==> config.mk <==
export PLATFORM = sky130hd
export DESIGN_NAME = bin_to_bcd_seq
export DESIGN_NICKNAME = d
export VERILOG_FILES = /design/src/rtl/bin_to_bcd_seq.sv
export SDC_FILE = /design/constraint.sdc
export NUM_CORES = 1
export LEC_CHECK = 0
export CAP_MARGIN = 20
export CELL_PAD_IN_SITES_DETAIL_PLACEMENT = 1
export CELL_PAD_IN_SITES_GLOBAL_PLACEMENT = 1
export CORE_MARGIN = 5
export CORE_UTILIZATION = 48
export CTS_BUF_LIST = sky130_fd_sc_hd__clkbuf_4
export CTS_CLUSTER_DIAMETER = 120
export DETAILED_ROUTE_END_ITERATION = 16
export PLACE_DENSITY_LB_ADDON = 0.08
export SKIP_CTS_REPAIR_TIMING = 1
export SYNTH_ARGS = -nofsm -noshare
export SYNTH_HDL_FRONTEND = slang
export SYNTH_SLANG_ARGS = --single-unit
==> constraint.sdc <==
create_clock -name clk -period 3 [get_ports clk]
set_input_delay 0.6 -clock clk [delete_from_list [all_inputs] [get_ports clk]]
set_output_delay 0.6 -clock clk [all_outputs]
set_load 0.005 [all_outputs]
==> src/rtl/bin_to_bcd_seq.sv <==
// Sequential binary-to-BCD converter (shift-and-add-3, one bit per clock).
// Produces the packed BCD word for the multiplexed seven-segment display stage,
// saturating to all nines when the accepted value exceeds MAX_VAL.
module bin_to_bcd_seq #(
    parameter int BIN_W   = 14,
    parameter int DIGITS  = 4,
    parameter int MAX_VAL = 9999
) (
    input  logic                  clk,
    input  logic                  rst,
    input  logic                  start,
    input  logic [BIN_W-1:0]      bin_in,
    output logic                  busy,
    output logic                  done,
    output logic [4*DIGITS-1:0]   bcd_out,
    output logic                  overflow
);

    localparam int BCD_W = 4 * DIGITS;
    localparam int SW    = BCD_W + BIN_W;
    localparam int CW    = $clog2(BIN_W + 1);
    localparam logic [CW-1:0]    LAST  = CW'(BIN_W - 1);
    localparam int unsigned      MAX_U = MAX_VAL;
    localparam logic [BCD_W-1:0] SAT   = {DIGITS{4'h9}};

    typedef enum logic {
        IDLE,
        CONV
    } state_t;

    state_t            state;
    state_t            state_next;
    logic [SW-1:0]     scratch;
    logic [SW-1:0]     scratch_next;
    logic [SW-1:0]     adjusted;
    logic [SW-1:0]     shifted;
    logic [CW-1:0]     cnt;
    logic [CW-1:0]     cnt_next;
    logic              ovf_pend;
    logic              ovf_pend_next;
    logic              busy_next;
    logic              done_next;
    logic              overflow_next;
    logic [BCD_W-1:0]  bcd_next;

    // One double-dabble step: add 3 to every BCD nibble >= 5 (no inter-nibble carry), then shift left.
    always_comb begin
        adjusted = scratch;
        for (int d = 0; d < DIGITS; d++) begin
            if (scratch[BIN_W + 4*d +: 4] >= 4'd5) begin
                adjusted[BIN_W + 4*d +: 4] = scratch[BIN_W + 4*d +: 4] + 4'd3;
            end
        end
        shifted = adjusted << 1;
    end

    // Next-state and output decode; the BIN_W-th shift publishes the result and returns to IDLE.
    always_comb begin
        state_next    = state;
        scratch_next  = scratch;
        cnt_next      = cnt;
        ovf_pend_next = ovf_pend;
        busy_next     = busy;
        done_next     = 1'b0;
        bcd_next      = bcd_out;
        overflow_next = overflow;
        case (state)
            IDLE: begin
                if (start) begin
                    scratch_next  = {{BCD_W{1'b0}}, bin_in};
                    cnt_next      = '0;
                    ovf_pend_next = 32'(bin_in) > MAX_U;
                    busy_next     = 1'b1;
                    state_next    = CONV;
                end
            end
            CONV: begin
                scratch_next = shifted;
                cnt_next     = cnt + 1'b1;
                if (cnt == LAST) begin
                    busy_next     = 1'b0;
                    done_next     = 1'b1;
                    overflow_next = ovf_pend;
                    bcd_next      = ovf_pend ? SAT : shifted[SW-1:BIN_W];
                    state_next    = IDLE;
                end
            end
            default: begin
                state_next = IDLE;
            end
        endcase
    end

    // State and datapath registers; reset aborts any conversion in flight.
    always_ff @(posedge clk or posedge rst) begin
        if (rst) begin
            state    <= IDLE;
            scratch  <= '0;
            cnt      <= '0;
            ovf_pend <= 1'b0;
            busy     <= 1'b0;
            done     <= 1'b0;
            bcd_out  <= '0;
            overflow <= 1'b0;
        end else begin
            state    <= state_next;
            scratch  <= scratch_next;
            cnt      <= cnt_next;
            ovf_pend <= ovf_pend_next;
            busy     <= busy_next;
            done     <= done_next;
            bcd_out  <= bcd_next;
            overflow <= overflow_next;
        end
    end

endmodule

Word level (Yosys, flattened, before mapping) --
Index checks and enable logic that the tools add are counted.
Storage, ports and cells: bits of input ports 17, word-level logic and storage cells 42, register bits 55
Cells by class: $add $sub $neg 5, bitwise gates (word level) 1, reductions and logical operators 3, $lt $le $gt $ge 5, multiplexer cells 17, equality and inequality tests 3
Operators by type and width (count):
- 30-bit one-hot mux with 2 select lines | 1
- 30-bit two-way mux | 1
- 4-bit by 3-bit >= comparator with 1-bit output, second input constant | 4
- 16-bit two-way mux | 1
- 4-bit two-way mux | 4
- 14-bit > comparator, second input constant | 1
- 4-bit by 2-bit adder with 4-bit output, second input constant | 3
- 4-bit one-hot mux with 2 select lines | 1
- 1-bit two-way mux | 6
- 2-bit AND reduction | 3
- 4-bit by 1-bit adder with 4-bit output, second input constant | 1
- 4-bit equality test, second input constant | 1
- 1-bit one-hot mux with 2 select lines | 2
- 3-bit by 2-bit adder with 3-bit output, second input constant | 1
- 3-bit two-way mux | 1
- 2-bit by 1-bit != test with 1-bit output, second input constant | 1
- 2-bit != test, second input constant | 1
- 1-bit NOT | 1

Longest topological paths before layout --
Gate-level depths: netlist of the first run.
depth after elaboration 3, gate-level depth with buffers 7

Least setup slack after synthesis of the first run --
Ideal clock, no wire load.
path kind reg2reg, start reg scratch[26], end reg bcd_out[14], required time 2.879 ns, arrival time 1.241 ns, slack 1.638 ns, cell stages (with the launch flop) 7, cell sequence dfrtp_1 inv_1 ha_1 nand2b_1 a21oi_2 mux2i_1 a22o_2
Between the ends: longest elaborated chain between the ends 3
Ends and longest elaborated chain:
- from (decl) | RTL line 33 | logic [SW-1:0] scratch;
- from (signal assigned) | RTL line 107 | scratch <= scratch_next;
- 4-bit by 3-bit >= comparator with 1-bit output / 3-bit by 2-bit adder with 3-bit output (equally long branches) | RTL line 50, 51
- 3-bit two-way mux (*) | RTL line 50 | if (scratch[BIN_W + 4*d +: 4] >= 4'd5) begin
- 16-bit two-way mux (*) | RTL line 84 | bcd_next = ovf_pend ? SAT : shifted[SW-1:BIN_W];
- to (signal assigned) | RTL line 112 | bcd_out <= bcd_next;
- to (decl) | RTL line 15 | output logic [4*DIGITS-1:0] bcd_out,
Mark *: on every way between the ends. The rest lies on a longest branch, timed or not. A chain may end at the register's enable or synchronous reset.

Worst setup path in the final report of the first run --
start reg bcd_out[10], end out bcd_out[10]
No word-level cell between the ends.

==> results.py, run 1 <==
metrics = {
    "run_status": {
        "status": "completed",
    },
    "grt": {
        "grt_max_degree": 65,
        "grt_pass1_vias": 2167,
        "grt_use_total_pct": 18.4,
        "overflow": 0,
        "grt_first_pass_wirelength_um": 10600,
        "antenna_found_initial": 0,
    },
    "synth": {
        "synth-main-ff-cell": "dfrtp_1",
        "ys_seq_elements": 55,
        "syn_avg_cell_area_um2": 10.5,
        "ys.warnings.count": 0,
        "synth_edf_count": 0,
        "synth-async-reset-ratio_pct": 100,
        "ys_types": 31,
        "postSynthCellCount": 255,
        "yosysSeqAreaShare_pct": 51.4,
        "syn-cell-area_mm2": 0.00268,
        "syn-num-nets": 282,
    },
    "layout": {
        "final_common_cell": "dfrtp_1",
        "nets": 314,
        "final_cells": 360,
        "antenna_cells": 0,
        "syn_to_final_growth_pct": 17.8,
        "drive_gt1_share_pct": 7.64,
        "finalInstanceArea_mm2": 0.00315,
        "layout_common_cells": "dfrtp_1 (54), clkdlybuf4s50_1 (35), nand2_1 (28)",
    },
    "timing": {
        "fin_crit_ns": 1.91,
        "slew_headroom_pct": 60.3,
        "whs_ns": 0.482,
        "hold_violations": 0,
        "setup_violations": 0,
        "tns_ns": 0,
        "worst_pin_slew_ns": 0.596,
        "period_share_pct": 63.7,
        "skew_ns": 0.00914,
        "drv_slew": 0,
        "rsz0062_at_grt": "false",
        "max_freq_ghz": 0.523,
    },
    "power_and_ir_drop": {
        "power.leakage_uw": 0.00145,
        "power.density_mw_per_mm2": 1010,
        "vdd_ir_drop_max_mv": 0.364,
        "power_uw": 3180,
    },
    "setup_path": {
        "critical_path_class": "flop to primary output",
        "critical_path_required_ns": 2.40,
        "path_cells": "clkdlybuf4s50_1",
        "cp-start-kind": "flop",
        "critPathTopFamily": "buffers and inverters",
        "arrival_ns": 1.31,
        "end_kind": "primary output",
        "path_max_fanout": 2,
        "path_buf_inv": 1,
        "worst_path_max_delay_cell": "clkdlybuf4s50_1",
        "critPathMaxStageDelay_ns": 0.53,
    },
    "route": {
        "drt_pass1_iterations": 5,
        "wl_per_cell_um": 16.5,
        "drtIter0Drc": 74,
        "drt.antenna.violating_nets": 0,
        "drc": 0,
        "drt-total-wl_um": 5960,
        "viasPerCell": 5.39,
        "num_vias": 1942,
    },
    "place": {
        "port_buffers": 35,
        "dpl_cell_area_mm2": 0.00308,
        "dp_hpwl_um": 4200,
        "gp_congestion": 0.780,
        "post-place-cells": 352,
    },
    "floorplan": {
        "dieWidth_um": 84.7,
        "initial_core_util_pct": 48.9,
        "dieArea_mm2": 0.00717,
        "rows": 27,
        "io_pins": 36,
        "dieHeight_um": 84.7,
        "fp.coreArea_mm2": 0.00547,
    },
    "clocking": {
        "htreeDepth": 2,
        "clock-root-buffer": "clkbuf_4",
        "cts_buffer_depth": 2,
        "cts_tree": "done",
        "clock_sinks": 55,
        "clk_pin_slew_ns": 0.16,
        "clk_latency_ns": 0.39,
        "cts_buffers": 5,
    },
    "worst_hold_path": {
        "hold_class": "flop to flop",
    },
    "job": {
        "maxCapViolations": 0,
    },
}
## worst paths after layout
check                                  from     endpoint  slack, ns  cells after the start
max in group asynchronous               rst        state       1.86                      3
worst max-delay path            bcd_out[10]  bcd_out[10]       1.09                      1
worst min-delay path             bcd_out[0]   bcd_out[0]       0.48                      2
min in group asynchronous               rst         done       0.58                      2
worst max register to register       cnt[1]   bcd_out[0]       1.10                      6
worst min register to register   bcd_out[0]   bcd_out[0]       0.48                      2
## cells by family after synthesis
family	Yosys count	synth area share, %
adder cells (fa/ha/maj)	10	4.68
AO/OA/AOI/OAI	65	15.5
AND/OR/NAND/NOR	71	13.4
buffers and inverters	26	4.72
flip-flops	55	51.4
XOR/XNOR	4	1.31
multiplexers	24	9.02
## metrics by stage
step / util [%] / setup slack, ns
floorplan: - / 1.06
global placement: 56.2 / 0.793
detailed placement: 56.2 / 0.692
CTS: 57.6 / 1.05
global route: 57.6 / 0.853
finish: 57.6 / 1.09
## synthesized netlist by cell type, types with 6 or more instances
library cell,n,share of area (%)
nor2_1,15,2.1
nand2b_1,6,1.4
nand2_1,28,3.9
o21ai_0,21,3.9
inv_1,13,1.8
mux2i_1,23,8.6
dfrtp_1,55,51
ha_1,10,4.7
a21o_1,6,1.7
buf_4,6,1.7
a22o_1,6,2.0
a21oi_1,18,3.4
nor3b_1,11,3.1
## per-layer routing
metal | wire (um) | GRT usage, % | vias to the layer above
met1 | 2610 | 22.4 | 956
met4 | 83 | 5.61 | 0
met3 | 195 | 2.85 | 7
li1 | - | - | 948
met2 | 3070 | 33.2 | 31
met5 | 0 | 0 | -
## flip-flops by register name (all words and copies together) (netlist names)
register  cells
ovf_pend      1
cnt           4
overflow      1
bcd_out      16
state         1
done          1
busy          1
scratch      30
## final cells by class
cell class	count	area, um2
sequential	55	1380
multi-input combinational	174	1170
timing repair buffer	38	385
fill	638	2320
inverter	13	48.8
clock inverter	3	38.8
clock buffer	5	37.5
tap	72	90.1
## power breakdown
part	switching (uW)	internal (uW)	total (uW)
logic	689	733	1420
clock network	237	172	408
registers	279	1070	1350
Note: power is estimated with default switching activity, not from simulation.
==> run 2, diff against run 1 <==
--- a/config.mk
+++ b/config.mk
@@ -9,7 +9,7 @@
 export CELL_PAD_IN_SITES_DETAIL_PLACEMENT = 1
 export CELL_PAD_IN_SITES_GLOBAL_PLACEMENT = 1
 export CORE_MARGIN = 5
-export CORE_UTILIZATION = 48
+export CORE_UTILIZATION = 40
 export CTS_BUF_LIST = sky130_fd_sc_hd__clkbuf_4
 export CTS_CLUSTER_DIAMETER = 120
 export DETAILED_ROUTE_END_ITERATION = 16
==> constraint.sdc (replaced) <==
create_clock -name clk -period 1.75 [get_ports clk]
set_input_delay 0.35 -clock clk [delete_from_list [all_inputs] [get_ports clk]]
set_output_delay 0.35 -clock clk [all_outputs]
set_load 0.005 [all_outputs]
==> run 2 against run 1 <==
Power is 67% higher. Critical path depth stayed put. Clock power is 35% higher. Non-clock buffer count is 5 higher. Core utilization is 7.6 points lower. Routed wire length is 5.7% lower. Clock skew is 0.0011 ns higher. Critical path type unchanged.
==> results.py, run 2 (synthesized netlist as in run 1, its figures left out) <==
metrics = {
    "route": {
        "drt_pass1_iterations": 4,
        "viasPerCell": 5.30,
        "num_vias": 1961,
        "drt.antenna.violating_nets": 0,
        "drc": 0,
        "drt-total-wl_um": 5620,
        "wl_per_cell_um": 15.2,
        "drtIter0Drc": 82,
    },
    "layout": {
        "largestRegisters": "scratch: 30 flops, bcd_out: 16 flops, cnt: 4 flops",
        "largest_reg_flops": 30,
        "antenna_cells": 0,
        "nets": 319,
        "post-route-util_pct": 50.0,
        "regMostFlops": "scratch",
        "drive_gt1_share_pct": 9.90,
        "layout_common_cells": "dfrtp_1 (54), clkdlybuf4s50_1 (35), nand2_1 (28)",
        "syn_to_final_growth_pct": 19.9,
        "finalInstanceArea_mm2": 0.00321,
        "final_common_cell": "dfrtp_1",
    },
    "setup_path": {
        "path_buf_inv": 1,
        "critical_path_class": "flop to primary output",
        "critPathTopFamily": "buffers and inverters",
        "arrival_ns": 1.28,
        "cp-start-kind": "flop",
        "critPathMaxStageDelay_ns": 0.51,
        "path_cells": "clkdlybuf4s50_1",
        "worst_path_max_delay_cell": "clkdlybuf4s50_1",
        "end_kind": "primary output",
        "reg2reg_slack_ns": 0.17,
        "path_max_fanout": 2,
        "critical_path_required_ns": 1.40,
    },
    "timing": {
        "fin_crit_ns": 1.63,
        "hold_violations": 0,
        "max_freq_ghz": 0.613,
        "setup_violations": 0,
        "slew_headroom_pct": 72.4,
        "whs_ns": 0.337,
        "skew_ns": 0.0102,
        "worst_pin_slew_ns": 0.404,
        "drv_slew": 0,
        "rsz0062_at_grt": "true",
        "period_share_pct": 93.2,
    },
    "place": {
        "port_buffers": 35,
        "dpl_cell_area_mm2": 0.00314,
        "gp_congestion": 0.707,
        "dp_hpwl_um": 3880,
    },
    "grt": {
        "antenna_found_initial": 0,
        "grt_pass1_vias": 2064,
        "grt_max_degree": 65,
        "overflow": 0,
        "grt_use_total_pct": 14.4,
        "grt_first_pass_wirelength_um": 9870,
    },
    "floorplan": {
        "fp.coreArea_mm2": 0.00642,
        "initial_core_util_pct": 41.7,
        "dieWidth_um": 91.8,
        "rows": 29,
        "io_pins": 36,
        "dieHeight_um": 91.8,
        "dieArea_mm2": 0.00843,
    },
    "power_and_ir_drop": {
        "power.share.clock_pct": 10.4,
        "combPwrFrac_pct": 45.8,
        "power.leakage_uw": 0.00147,
        "seqPwrFrac_pct": 43.7,
        "power.net_switching_uw": 2000,
        "power_uw": 5300,
        "power.share.switching_pct": 37.8,
        "power.density_mw_per_mm2": 1650,
        "p_int_uw": 3300,
        "vdd_ir_drop_max_mv": 0.591,
    },
    "worst_hold_path": {
        "hold_class": "input pin to asynchronous set/reset pin",
    },
    "clocking": {
        "cts_buffer_depth": 2,
        "cts_buffers": 5,
        "htreeDepth": 2,
        "clock_sinks": 55,
        "clk_pin_slew_ns": 0.15,
        "clock-root-buffer": "clkbuf_4",
        "cts_tree": "done",
        "clk_latency_ns": 0.37,
    },
    "job": {
        "maxCapViolations": 0,
    },
    "run_status": {
        "status": "completed",
    },
}
run 2: path summary, 6_finish.rpt:
check	depth (start not counted)	startpoint	endpoint
hold / removal	3	rst	scratch[8]
hold reg to reg	2	overflow	overflow
setup reg to reg	6	scratch[23]	bcd_out[10]
min in group clk	2	overflow	overflow
setup / recovery	1	bcd_out[8]	bcd_out[8]
max in group asynchronous	3	rst	state
run 2: layout make-up:
class                           instances  area [um2]
Clock buffer                            6        45.0
Clock inverter                          2        7.51
Timing Repair Buffer                   43         448
Tap cell                               77        96.3
Multi-Input combinational cell        174        1190
Inverter                               13        48.8
Sequential cell                        55        1380
Fill cell                             701        3210
run 2: power by group through the flow:
stage | logic, uW | clock network, uW | registers, uW
3_3_place_gp | 2380 | 0 | 2320
4_1_cts | 2470 | 579 | 2320
2_1_floorplan | 1690 | 0 | 2210
5_1_grt | 2760 | 638 | 2410
6_report | 2430 | 552 | 2320
3_5_place_dp | 2460 | 0 | 2340
run 2: layer usage:
| metal | vias up | wire length, um | global-route usage, % |
|---|---|---|---|
| met2 | 26 | 2720 | 24.2 |
| met5 | - | 0 | 0 |
| li1 | 958 | - | - |
| met1 | 972 | 2690 | 18.5 |
| met3 | 5 | 157 | 3.03 |
| met4 | 0 | 51 | 4.70 |
run 2: metrics by stage:
stage          worst slack [ns]  cells  TNS, ns
3_3_place_gp            -0.0578    362  -0.0578
4_1_cts                   0.100    370        0
6_report                  0.119    370        0
5_1_grt                 -0.0110    370  -0.0110
3_5_place_dp            -0.0394    362  -0.0394
2_1_floorplan            0.0571    255        0
==> RTL edit 1, RTL diff (settings of run 1) <==
`BIN_W`: 14 -> 16.
--- a/src/rtl/bin_to_bcd_seq.sv
+++ b/src/rtl/bin_to_bcd_seq.sv
@@ -4,3 +4,3 @@
 module bin_to_bcd_seq #(
-    parameter int BIN_W   = 14,
+    parameter int BIN_W   = 16,
     parameter int DIGITS  = 4,
Ports: changed (resized bin_in); port bits go from 36 to 38. No check against the original RTL was run, so the function may have changed too.
==> RTL edit 1 against run 1 <==
Largest power group unchanged; non-clock buffer count up 3; core utilization grew 2.9 points; setup slack worse by 0.17 ns; synthesized area is 4.5% higher; sequential cell count is 3 higher; total power increased by 6.5%; wire length up 11%; highest routed layer unchanged; design area up 6.9%.
==> RTL edit 1: results (changes against run 1) <==
----------------------------------------------------
[Status]
  Result of the run ... completed

[Layout]
  Biggest regs ... scratch (32), bcd_out (16), cnt (5)
  Net total in the final layout ... 335 (+6.7%)
  Share of layout cells above drive strength 1 ... 8.68% (+1.0 points)

[Worst setup path]
  Cell with the biggest individual delay on the critical path ... sky130_fd_sc_hd__dfrtp_1
  Start of the worst register-to-register path ... cnt[0]
  Arrival time of data at the critical path endpoint ... 2.37 ns (+1.06 ns)
  Worst r2r path cells ... 7 (+1)
  RR Endpoint ... bcd_out[0]
  Category of cells accounting for the largest share of critical-path delay ... simple AND/OR/NAND/NOR gates
  Highest net fanout along the worst path ... 15 (+13)
  Delay of the slowest cell on the worst path ... 0.42 ns (-0.11 ns)
  CP Class ... reg -> reg

[Worst hold path]
  Startpoint of the most critical hold path ... bcd_out[13]
  Hold Path Sink ... bcd_out[13]

[Detailed routing]
  First-iteration detailed-routing DRC count ... 77 (+4.1%)
  Number of iterations in the first detailed-routing pass ... 4 (-1)
  Drt via density ... 5.50 (+1.9%)

[Pwr]
  Maximum vdd drop ... 0.460 mV (+26%)
  Leakage Power ... 0.00157 uW (+8.0%)

[Placement]
  Final estimated routing congestion in global placement ... 0.747 (-4.2%)
  Input/output buffers ... 37 (+5.7%)
  HPWL Detailed ... 4530 um (+8.0%)

[Synth]
  Top post-synthesis cells by count ... sky130_fd_sc_hd__dfrtp_1 (58), sky130_fd_sc_hd__nand2_1 (31), sky130_fd_sc_hd__mux2i_1 (25)
  Sequential element share of the synthesized area ... 51.9% (+0.48 points)
  Net count after synthesis ... 297 (+5.3%)
  Cell types occupying the most area after synthesis ... sky130_fd_sc_hd__dfrtp_1 (52%), sky130_fd_sc_hd__mux2i_1 (8.9%), sky130_fd_sc_hd__ha_1 (4.5%)

[Global route]
  Vias in the first global route ... 2286 (+5.5%)
  Pin count of the biggest net entering global routing ... 70 (+7.7%)
  Overall global routing resource usage ... 19.3% (+0.94 points)
  Global-route wire length before repair ... 11200 um (+4.9%)

[Clocking]
  Clock H-tree levels ... 3 (+1)
  Clock-pin slew on the worst setup and hold paths ... 0.11 ns (-0.05 ns)
  Root Driver ... sky130_fd_sc_hd__clkbuf_4
  Number of clock buffers inserted by TritonCTS ... 9 (+4)

[STA]
  Worst rel slew slack ... 55.3% (-5.0 points)
  Final-layout worst hold slack ... 0.501 ns (+0.0191 ns)

----------------------------------------------------
==> RTL edit 1: cell types whose count changed in the layout (fill, tap and decap cells not counted), moves of 2 or more <==
cell	before	now
sky130_fd_sc_hd__clkbuf_4	5	9
sky130_fd_sc_hd__nand2_1	28	31
sky130_fd_sc_hd__clkinv_1	1	3
sky130_fd_sc_hd__clkdlybuf4s50_1	35	37
sky130_fd_sc_hd__a21oi_1	18	15
sky130_fd_sc_hd__nor2_1	15	18
sky130_fd_sc_hd__a21o_1	6	8
sky130_fd_sc_hd__dfrtp_1	54	57
sky130_fd_sc_hd__mux2i_1	23	25
sky130_fd_sc_hd__o21ai_0	21	24
==> RTL edit 1: power breakdown <==
group          switching [uW]  total, uW  internal [uW]  leakage (uW)
Sequential                263       1370           1100      0.000731
Combinational             684       1390            702      0.000758
Clock                     303        631            328     0.0000784
Total                    1250       3380           2130       0.00157
==> RTL edit 1: logic make-up (layout without fill, tap and decap cells) <==
logic type | count (synthesis) | count (layout) | synth area share, %
AND/OR/NAND/NOR | 77 | 77 | 13.1
multiplexers | 26 | 26 | 9.35
adder cells (fa/ha/maj) | 10 | 10 | 4.47
XOR/XNOR | 5 | 5 | 1.57
AO/OA/AOI/OAI | 66 | 66 | 15.1
buffers and inverters | 26 | 69 | 4.56
flip-flops | 58 | 58 | 51.9
==> RTL edit 1: worst min-delay path, delay by kind of cell (launching register included) <==
family | cells | cell delay, ns
flops | 1 | 0.36
simple gates | 1 | 0.06
compound gates | 1 | 0.05
==> RTL edit 1: how the worst max path moves through the flow <==
stage / cells after the start / slack, ns / to
2_1_floorplan: 1 / 0.97 / bcd_out[0]
3_3_place_gp: 4 / 0.88 / scratch[6]
3_5_place_dp: 4 / 0.79 / scratch[1]
4_1_cts: 7 / 0.89 / bcd_out[0]
5_1_grt: 7 / 0.81 / bcd_out[0]
6_report: 7 / 0.92 / bcd_out[0]
==> RTL edit 1: layer usage <==
layer	up-vias	track usage, %	wire (um)
li1	998	-	-
met1	1060	24.0	2950
met2	35	31.8	3330
met4	0	9.49	131
met5	-	0	0
met3	12	4.09	218
==> RTL edit 1: final cells by class <==
class                      count  area, sq um
timing repair buffer          41          413
fill                         623         2200
inverter                      12         45.0
clock inverter                 7         83.8
tap                           72         90.1
sequential                    58         1450
clock buffer                   9         67.6
multi-input combinational    184         1220
==> RTL edit 1: through the flow <==
stage / util (%) / setup WS (ns) / total power [uW] / cells
after global placement: 57.7 / 0.876 / 2670 / 367
after detailed placement: 57.7 / 0.788 / 2780 / 367
final: 60.4 / 0.917 / 3380 / 383
after CTS: 60.4 / 0.888 / 3420 / 383
after global routing: 60.4 / 0.809 / 3660 / 383
after floorplan: - / 0.972 / 2260 / 268
==> RTL edit 2, RTL diff (settings of run 1) <==
Made on the original files. Register the output `bcd_out` once more, with the module's reset; this adds one clock of latency there. The other outputs are not delayed to match.
--- a/src/rtl/bin_to_bcd_seq.sv
+++ b/src/rtl/bin_to_bcd_seq.sv
@@ -29,2 +29,4 @@
     } state_t;
+
+    logic [4*DIGITS-1:0] bcd_s0;
 
@@ -64,3 +66,3 @@
         done_next     = 1'b0;
-        bcd_next      = bcd_out;
+        bcd_next      = bcd_s0;
         overflow_next = overflow;
@@ -102,3 +104,3 @@
             done     <= 1'b0;
-            bcd_out  <= '0;
+            bcd_s0   <= '0;
             overflow <= 1'b0;
@@ -111,4 +113,12 @@
             done     <= done_next;
-            bcd_out  <= bcd_next;
+            bcd_s0   <= bcd_next;
             overflow <= overflow_next;
+        end
+    end
+
+    always_ff @(posedge clk or posedge rst) begin
+        if (rst) begin
+            bcd_out <= '0;
+        end else begin
+            bcd_out <= bcd_s0;
         end
Check against the original RTL: same outputs for any inputs over 10 cycles, from zero or initial values and one cycle with rst high; that may be too few to reach the edited logic, so the function may still have changed.
==> RTL edit 2 against run 1 <==
Synthesized area increased by 14%; largest power group is now registers; setup slack improved by 0.057 ns; wire length increased by 5.3%; sequential cell count increased by 16; core utilization decreased by 0.29 points; total power increased by 20%; design area increased by 14%; sequential share of layout area increased by 5.7 points; critical path type unchanged; global-route usage decreased by 1.8 points; register-to-register slack improved by 0.10 ns; highest routed layer unchanged.
==> RTL edit 2: results (changes against run 1) <==
----------------------------------------------------
[Status]
  Result of the run ... completed

[Global route]
  GR Layer Usage met1 ... 21.7% (-0.72 points)
  Met2 global-route usage ... 26.8% (-6.5 points)
  Global-route wire length before repair ... 11000 um (+3.2%)
  Global-route met3 utilization ... 3.42% (+0.58 points)
  Pin count of the biggest net entering global routing ... 49 (-25%)
  Overall global routing resource usage ... 16.6% (-1.8 points)

[Detailed routing]
  Number of iterations in the first detailed-routing pass ... 4 (-1)
  Total wire length ... 6270 um (+5.3%)
  Via count of the routed design ... 2106 (+8.4%)

[Synth]
  Compound-gate portion of the synthesized area ... 14.4% (-1.1 points)
  Cell types occupying the most area after synthesis ... sky130_fd_sc_hd__dfrtp_1 (58%), sky130_fd_sc_hd__mux2i_1 (6.9%), sky130_fd_sc_hd__ha_1 (4.1%)
  Proportion of synthesized area in mux cells ... 6.88% (-2.1 points)
  Adder and majority gate portion of the synthesized area ... 4.10% (-0.58 points)
  Top post-synthesis cells by count ... sky130_fd_sc_hd__dfrtp_1 (71), sky130_fd_sc_hd__nand2_1 (29), sky130_fd_sc_hd__mux2i_1 (21)
  Number of standard cells after synthesis ... 269 (+5.5%)
  Net count after synthesis ... 296 (+5.0%)

[Worst hold path]
  Hold Path Sink ... bcd_out[12]

[Worst setup path]
  Worst r2r path cells ... 3 (-3)
  Worst setup path startpoint ... overflow
  Arrival time of data at the critical path endpoint ... 1.25 ns (-0.06 ns)
  Delay of the slowest cell on the worst path ... 0.50 ns (-0.03 ns)
  Setup slack of the worst register-to-register path ... 1.20 ns (+0.10 ns)
  Start of the worst register-to-register path ... state

[Placement]
  Final estimated routing congestion in global placement ... 0.753 (-3.5%)
  Placement Cell Area ... 0.00347 sq mm (+13%)
  HPWL Detailed ... 4450 um (+6.0%)
  Total instance count after detailed placement ... 373 (+6.0%)

[Layout]
  Final std cells w/o fill ... 389 (+8.1%)
  Share of layout cells above drive strength 1 ... 8.65% (+1.0 points)
  Net total in the final layout ... 334 (+6.4%)
  Biggest regs ... scratch (30), bcd_out (16), bcd_s0 (16)

[Clocking]
  Clock H-tree levels ... 3 (+1)
  Number of clock buffers inserted by TritonCTS ... 9 (+4)

[Pwr]
  Maximum vdd drop ... 0.470 mV (+29%)
  Leakage Power ... 0.00170 uW (+17%)

[STA]
  Post-route clock skew ... 0.0119 ns (+0.00279 ns)
  Final-layout worst hold slack ... 0.388 ns (-0.0930 ns)

----------------------------------------------------
-- RTL edit 2: cell count changes after synthesis, sizes merged, moves of 2 or more --
cell     change
nand2b       +2
a32o         +4
mux2i        -2
a2111oi      -2
a21oi        -3
a22o         +2
nor3b        -4
dfrtp       +16
-- RTL edit 2: area by class of cell --
type / count / area [sq um]
sequential: 71 / 1780
fill: 680 / 2680
clock inverter: 7 / 62.6
tap: 77 / 96.3
clock buffer: 9 / 67.6
inverter: 13 / 48.8
multi-input combinational: 172 / 1160
timing repair buffer: 40 / 388
-- RTL edit 2: power by group --
group | internal (uW) | switching, uW
Clock | 248 | 336
Combinational | 783 | 709
Sequential | 1390 | 351
-- RTL edit 2: logic make-up after synthesis --
| kind of cell | after synthesis |
|---|---|
| multiplexers | 21 |
| buffers and inverters | 26 |
| adder cells (fa/ha/maj) | 10 |
| AND/OR/NAND/NOR | 69 |
| flip-flops | 71 |
| XOR/XNOR | 6 |
| AO/OA/AOI/OAI | 66 |
-- RTL edit 2: metrics by stage --
stage | util, % | power [uW]
final | 57.3 | 3810
after global routing | 57.3 | 4130
after CTS | 57.3 | 3860
after detailed placement | 55.2 | 3280
after global placement | 55.2 | 3170
after floorplan | - | 2710
-- RTL edit 2: per-layer routing --
metal	part of all wire, %	up-vias
met2	48	34
met4	1.4	0
met1	46	1056
met3	3.8	8
met5	0	-
li1	-	1008
-- RTL edit 2: worst max path at each step --
stage                        to  slack, ns  cells past startpoint
CTS                    overflow       1.11                      1
global placement    scratch[11]       1.04                      4
detailed placement   scratch[1]       0.97                      4
global route          bcd_s0[8]       1.06                      3
finish                 overflow       1.15                      1
floorplan            bcd_out[0]       0.60                      1
